===== config.mk =====
export PLATFORM = sky130hd
export DESIGN_NAME = vip_uart_rx_multi
export DESIGN_NICKNAME = d
export VERILOG_FILES = /design/src/rtl/vip_uart_rx_multi.sv
export SDC_FILE = /design/constraint.sdc
export NUM_CORES = 1
export LEC_CHECK = 0
export BUFFER_PORTS_ARGS = -buffer_cell sky130_fd_sc_hd__buf_2
export CORE_ASPECT_RATIO = 1.1
export CORE_MARGIN = 10
export CORE_UTILIZATION = 55
export DETAILED_ROUTE_END_ITERATION = 8
export PLACE_DENSITY_LB_ADDON = 0.3
export SLEW_MARGIN = 0
export SYNTH_ARGS = -nofsm -noshare
export SYNTH_HDL_FRONTEND = slang
export SYNTH_SLANG_ARGS = --single-unit
export TNS_END_PERCENT = 20

===== constraint.sdc =====
create_clock -name clk_i -period 4.14 [get_ports clk_i]
set_input_delay 0.621 -clock clk_i [delete_from_list [all_inputs] [get_ports clk_i]]
set_output_delay 0.621 -clock clk_i [all_outputs]
set_load 0.02 [all_outputs]

===== src/rtl/vip_uart_rx_multi.sv =====
// Multi-channel UART receive monitor: per-channel synchroniser, frame FSM and
// character FIFO with valid/ready drain and sticky overflow.
module vip_uart_rx_multi #(
  parameter int NumChan   = 1,
  parameter int FifoDepth = 16,
  parameter int DivWidth  = 16
) (
  input  logic                      clk_i,
  input  logic                      rst_i,
  input  logic [DivWidth-1:0]       clk_div_i,
  input  logic [1:0]                data_bits_i,
  input  logic                      parity_en_i,
  input  logic                      parity_odd_i,
  input  logic                      stop2_i,
  input  logic                      clear_i,
  input  logic [NumChan-1:0]        rx_i,
  output logic [NumChan-1:0]        chr_valid_o,
  input  logic [NumChan-1:0]        chr_ready_i,
  output logic [NumChan-1:0][7:0]   chr_data_o,
  output logic [NumChan-1:0]        chr_perr_o,
  output logic [NumChan-1:0]        chr_ferr_o,
  output logic [NumChan-1:0]        overflow_o
);

  localparam int PtrW = $clog2(FifoDepth);
  localparam int PtrX = PtrW + 1;

  typedef enum logic [2:0] {
    IDLE   = 3'd0,
    START  = 3'd1,
    DATA   = 3'd2,
    PARITY = 3'd3,
    STOP   = 3'd4,
    BRK    = 3'd5
  } state_e;

  function automatic logic parity_err(input logic acc, input logic pbit, input logic odd);
    return (acc ^ pbit) != odd;
  endfunction

  logic [DivWidth-1:0] div_eff_s;

  // Divisor clamp: fewer than two cycles per bit cannot place a mid-bit sample.
  always_comb begin
    if (clk_div_i < DivWidth'(2)) begin
      div_eff_s = DivWidth'(2);
    end else begin
      div_eff_s = clk_div_i;
    end
  end

  for (genvar c = 0; c < NumChan; c++) begin : g_ch
    logic                sync1_q, sync2_q;
    state_e              state_q;
    logic [DivWidth-1:0] cnt_q, div_q;
    logic [1:0]          nbits_q;
    logic                par_en_q, par_odd_q, stop2_q, stop_n_q;
    logic [2:0]          idx_q;
    logic [7:0]          shift_q;
    logic                par_q, perr_q, ferr_q;
    logic                rxs;

    logic [PtrW:0]       wptr_q, rptr_q;
    logic [9:0]          mem_q [FifoDepth];
    logic                ovf_q;
    logic                empty_s, full_s, push_s, pop_s, wr_s;
    logic [9:0]          push_data_s, head_s;

    assign rxs = sync2_q;

    // Two-flop synchroniser, idle-high after reset.
    always_ff @(posedge clk_i or posedge rst_i) begin
      if (rst_i) begin
        sync1_q <= 1'b1;
        sync2_q <= 1'b1;
      end else begin
        sync1_q <= rx_i[c];
        sync2_q <= sync1_q;
      end
    end

    // Frame FSM; config is frozen at start-bit detection.
    always_ff @(posedge clk_i or posedge rst_i) begin
      if (rst_i) begin
        state_q   <= IDLE;
        cnt_q     <= '0;
        div_q     <= DivWidth'(2);
        nbits_q   <= 2'd0;
        par_en_q  <= 1'b0;
        par_odd_q <= 1'b0;
        stop2_q   <= 1'b0;
        stop_n_q  <= 1'b0;
        idx_q     <= 3'd0;
        shift_q   <= 8'd0;
        par_q     <= 1'b0;
        perr_q    <= 1'b0;
        ferr_q    <= 1'b0;
      end else begin
        case (state_q)
          IDLE: begin
            if (!rxs) begin
              div_q     <= div_eff_s;
              nbits_q   <= data_bits_i;
              par_en_q  <= parity_en_i;
              par_odd_q <= parity_odd_i;
              stop2_q   <= stop2_i;
              cnt_q     <= (div_eff_s >> 1) - DivWidth'(1);
              idx_q     <= 3'd0;
              shift_q   <= 8'd0;
              par_q     <= 1'b0;
              perr_q    <= 1'b0;
              ferr_q    <= 1'b0;
              stop_n_q  <= 1'b0;
              state_q   <= START;
            end
          end
          START: begin
            if (cnt_q == '0) begin
              if (!rxs) begin
                cnt_q   <= div_q - DivWidth'(1);
                idx_q   <= 3'd0;
                state_q <= DATA;
              end else begin
                state_q <= IDLE;
              end
            end else begin
              cnt_q <= cnt_q - DivWidth'(1);
            end
          end
          DATA: begin
            if (cnt_q == '0) begin
              shift_q[idx_q] <= rxs;
              par_q          <= par_q ^ rxs;
              cnt_q          <= div_q - DivWidth'(1);
              if (idx_q == 3'd4 + {1'b0, nbits_q}) begin
                state_q <= par_en_q ? PARITY : STOP;
              end else begin
                idx_q <= idx_q + 3'd1;
              end
            end else begin
              cnt_q <= cnt_q - DivWidth'(1);
            end
          end
          PARITY: begin
            if (cnt_q == '0) begin
              perr_q  <= parity_err(par_q, rxs, par_odd_q);
              cnt_q   <= div_q - DivWidth'(1);
              state_q <= STOP;
            end else begin
              cnt_q <= cnt_q - DivWidth'(1);
            end
          end
          STOP: begin
            if (cnt_q == '0) begin
              ferr_q <= ferr_q | ~rxs;
              if (stop2_q && !stop_n_q) begin
                stop_n_q <= 1'b1;
                cnt_q    <= div_q - DivWidth'(1);
              end else begin
                // A low final stop means the line may be held in break.
                state_q <= rxs ? IDLE : BRK;
              end
            end else begin
              cnt_q <= cnt_q - DivWidth'(1);
            end
          end
          BRK: begin
            if (rxs) begin
              state_q <= IDLE;
            end
          end
          default: state_q <= IDLE;
        endcase
      end
    end

    assign push_s      = (state_q == STOP) && (cnt_q == '0) && (!stop2_q || stop_n_q);
    assign push_data_s = {ferr_q | ~rxs, perr_q, shift_q};
    assign empty_s     = (wptr_q == rptr_q);
    assign full_s      = (wptr_q[PtrW] != rptr_q[PtrW]) &&
                         (wptr_q[PtrW-1:0] == rptr_q[PtrW-1:0]);
    assign pop_s       = !empty_s && chr_ready_i[c];
    assign wr_s        = push_s && (!full_s || pop_s);
    assign head_s      = mem_q[rptr_q[PtrW-1:0]];

    // FIFO pointers and sticky overflow; a coinciding drop wins over clear.
    always_ff @(posedge clk_i or posedge rst_i) begin
      if (rst_i) begin
        wptr_q <= '0;
        rptr_q <= '0;
        ovf_q  <= 1'b0;
      end else begin
        if (wr_s) begin
          wptr_q <= wptr_q + PtrX'(1);
        end
        if (pop_s) begin
          rptr_q <= rptr_q + PtrX'(1);
        end
        if (push_s && full_s && !pop_s) begin
          ovf_q <= 1'b1;
        end else if (clear_i) begin
          ovf_q <= 1'b0;
        end
      end
    end

    // Storage array; contents are only visible while the entry is valid.
    always_ff @(posedge clk_i) begin
      if (wr_s) begin
        mem_q[wptr_q[PtrW-1:0]] <= push_data_s;
      end
    end

    assign chr_valid_o[c] = !empty_s;
    assign chr_data_o[c]  = empty_s ? 8'd0 : head_s[7:0];
    assign chr_perr_o[c]  = empty_s ? 1'b0 : head_s[8];
    assign chr_ferr_o[c]  = empty_s ? 1'b0 : head_s[9];
    assign overflow_o[c]  = ovf_q;
  end

endmodule


==> impl_metrics.ini <==
[place]
globalplace.congestion = 0.928
io_buffers = 37
dp_hpwl_um = 14200

[setup_path]
path_delay_family = simple AND/OR/NAND/NOR gates
cp.arrival_ns = 4.04
path_buf_inv = 1
cpPeakStageDelay_ns = 0.68
end_kind = flip-flop
crit_slowest_cell = dfrtp_1
path_class = reg2reg
crit_fanout = 26
start_kind = flip-flop
required_ns = 4.55
worstPathCellList = inv_2 -> xnor2_4 -> and2_1 -> or2_2 -> ha_1 -> o21ai_1 -> or3_1 -> or4_1 -> a31oi_1

[logic_synthesis]
yosysWarnings = 0
async_reset_ff_frac = 0.298
synth_edf_count = 160
synth_seq_area_share = 0.653
yosys_register_bits = 228
syn_area_per_cell_um2 = 14.2
synth_area_um2 = 9980
syn_nets = 736
synth_cell_types = 63
synthFlopType = edfxtp_1
syn_inst = 703

[sta]
period_minus_slack_ns = 3.63
fin_crit_sh = 0.877
rsz0062_at_grt = no
setup_tns_ns = 0
report.final.slew_viol_count = 0
setup_viol = 0
finalHoldViolations = 0
relSlewSlack = 0.125
max_freq_mhz = 276
worstMarginPinSlew_ns = 1.31
fin_hold_ws_ns = 0.195
finalClockSkew_ns = 0.0147

[cts]
cts_sinks = 228
clock_path_buffers = 3
cts_made_buffers = 22
cts_tree = built
clock_latency_ns = 0.50
cts_max_level = 1
cts_hold_buf = 0
cts-resized-gates = 0
post_cts_buffers = 0
clk_pin_slew_ns = 0.06
cts_root_buffer = clkbuf_16

[route]
wl_um = 21600
routedWlPerCell_um = 21.8
vias_per_cell = 6.10
drtIter0Drc = 584
drtPass1Iterations = 5
drtAntennaViolNets = 0
via_count = 6029
route.detailed.drc = 0

[min_path]
hold_path_class = in2async

[cells_and_area]
drive_gt1_frac = 0.202
multiInputGateArea_um2 = 3260
antenna_cells = 0
nFillCells = 1342
seq_area_um2 = 6510
area_growth_pct = 11.4
postLayoutCoreUtil = 0.627
nets = 768

[power]
p_int_w = 0.00469
seqPwrFrac = 0.405
p_per_area_nw_per_um2 = 637
switching_share = 0.338
combPwrFrac = 0.321
switchingPower_w = 0.00240
p_clk_frac = 0.275
ir_worst_vdd_uv = 538
power.leakage_nw = 4.02

[floorplan]
fp-row-count = 51
core-area_um2 = 17700
design.die.area_um2 = 23900
die_x_um = 148
die_h_um = 161
start_util = 0.562
io_pins = 38

[global_routing]
globalRouteOverflowTotal = 0
grt_util_met2 = 0.314
grt_pass1_vias = 6120
antenna_found_initial = 0
busiest_layer = met2
gr-usage-met1 = 0.229
use_met3 = 0.0282
grt_pass1_wl_um = 34300
grt_max_degree = 44
track_usage = 0.180

[status]
status = completed

[job]
drv_cap = 0
metrics by stage:
| step | cells | instance area [um2] | setup WS [ns] | total power [W] |
|---|---|---|---|---|
| after detailed placement | 949 | 10400 | 0.634 | 0.00516 |
| after global placement | 949 | 10400 | 0.587 | 0.00510 |
| after global routing | 989 | 11100 | 0.247 | 0.00748 |
| final | 989 | 11100 | 0.510 | 0.00708 |
| after CTS | 989 | 11100 | 0.582 | 0.00711 |
| after floorplan | 703 | 9980 | 1.12 | 0.00463 |
cells by family (layout without fill, tap and decap cells):
| family | count (synthesis) | after routing | synth area share |
|---|---|---|---|
| buffers and inverters | 53 | 101 | 0.0216 |
| AND/OR/NAND/NOR | 223 | 223 | 0.103 |
| AO/OA/AOI/OAI | 113 | 113 | 0.0714 |
| adder cells (fa/ha/maj) | 7 | 7 | 0.00878 |
| flip-flops | 228 | 228 | 0.653 |
| XOR/XNOR | 23 | 23 | 0.0228 |
| multiplexers | 56 | 56 | 0.120 |
worst reg2reg max path, delay by kind of cell, from the launching register on:
kind,cells,cell delay (ns)
fa+ha+maj,1,0.19
flops,1,0.68
simple gates,4,1.48
buf+inv,1,0.21
xor+xnor,1,0.63
compound gates,2,0.36
layout by cell type, fill, tap and decap left out, types with 3 or more instances in the layout:
cell	Yosys	routed
clkbuf_8	0	4
nand2_1	89	89
nand3_1	8	8
and2_1	3	3
xnor2_1	15	15
o21ai_0	37	37
mux4_2	50	50
dfrtp_1	65	64
a311oi_1	4	4
nor4_1	6	5
clkinv_2	0	3
or3_1	7	7
o21a_1	3	3
nor2b_1	12	12
a21oi_1	16	16
inv_1	8	7
edfxtp_1	160	160
ha_1	7	7
o21ai_1	3	3
buf_4	2	15
clkbuf_16	0	23
o31ai_1	8	8
nor2_1	59	59
xor2_1	6	6
nand2b_1	5	5
buf_2	7	37
nor3_1	13	13
dfstp_2	3	3
or4_1	4	4
a31oi_1	22	22
nand4_1	5	5
mux2_2	3	3
clkbuf_1	29	8
cell type report:
cell class                 instances  share of cell area
inverter                           9             0.00304
multi-input combinational        422               0.294
clock inverter                     5             0.00439
tap                              238              0.0268
sequential                       228               0.586
timing repair buffer              52              0.0268
clock buffer                      35              0.0594
state kept, by name, indices dropped and copies added (netlist names), 2 cells and up:
register	flops
g_ch.cnt_q	16
g_ch.div_q	16
g_ch.idx_q	3
g_ch.mem_q	160
g_ch.nbits_q	2
g_ch.rptr_q	5
g_ch.shift_q	8
g_ch.state_q	3
g_ch.wptr_q	5
power by group through the flow:
stage | clock, W | combinational, W | sequential (W)
2_1_floorplan | 0 | 0.00184 | 0.00280
3_3_place_gp | 0 | 0.00221 | 0.00289
4_1_cts | 0.00198 | 0.00227 | 0.00286
6_report | 0.00195 | 0.00227 | 0.00287
3_5_place_dp | 0 | 0.00226 | 0.00291
5_1_grt | 0.00207 | 0.00252 | 0.00289
cell usage after synthesis, types with 7 or more instances:
library cell / n / area [um2]
edfxtp_1: 160 / 4800
nand2_1: 89 / 334
dfrtp_1: 65 / 1630
nor2_1: 59 / 221
mux4_2: 50 / 1130
o21ai_0: 37 / 185
clkbuf_1: 29 / 109
a31oi_1: 22 / 138
a21oi_1: 16 / 80.1
xnor2_1: 15 / 131
nor3_1: 13 / 65.1
nor2b_1: 12 / 75.1
inv_1: 8 / 30.0
nand3_1: 8 / 40.0
o31ai_1: 8 / 60.1
buf_2: 7 / 35.0
ha_1: 7 / 87.6
or3_1: 7 / 43.8
per-layer routing:
layer	vias to the layer above	routed length (um)
met1	3056	8670
li1	2734	-
met2	207	11300
met4	0	369
met5	-	0
met3	32	1210
worst paths after layout:
check	from	end	slack, ns	cells after the start
setup / recovery	g_ch[0].state_q[2]	g_ch[0].cnt_q[10]	0.51	9
hold / removal	rst_i	g_ch[0].rptr_q[1]	0.19	2
setup reg to reg	g_ch[0].state_q[2]	g_ch[0].cnt_q[10]	0.51	9
hold reg to reg	g_ch[0].sync1_q	g_ch[0].rxs	0.36	0
max in group asynchronous	rst_i	g_ch[0].sync1_q	2.96	3
min in group clk_i	rx_i	g_ch[0].sync1_q	0.21	1
Note: power is estimated with default switching activity, not from simulation.
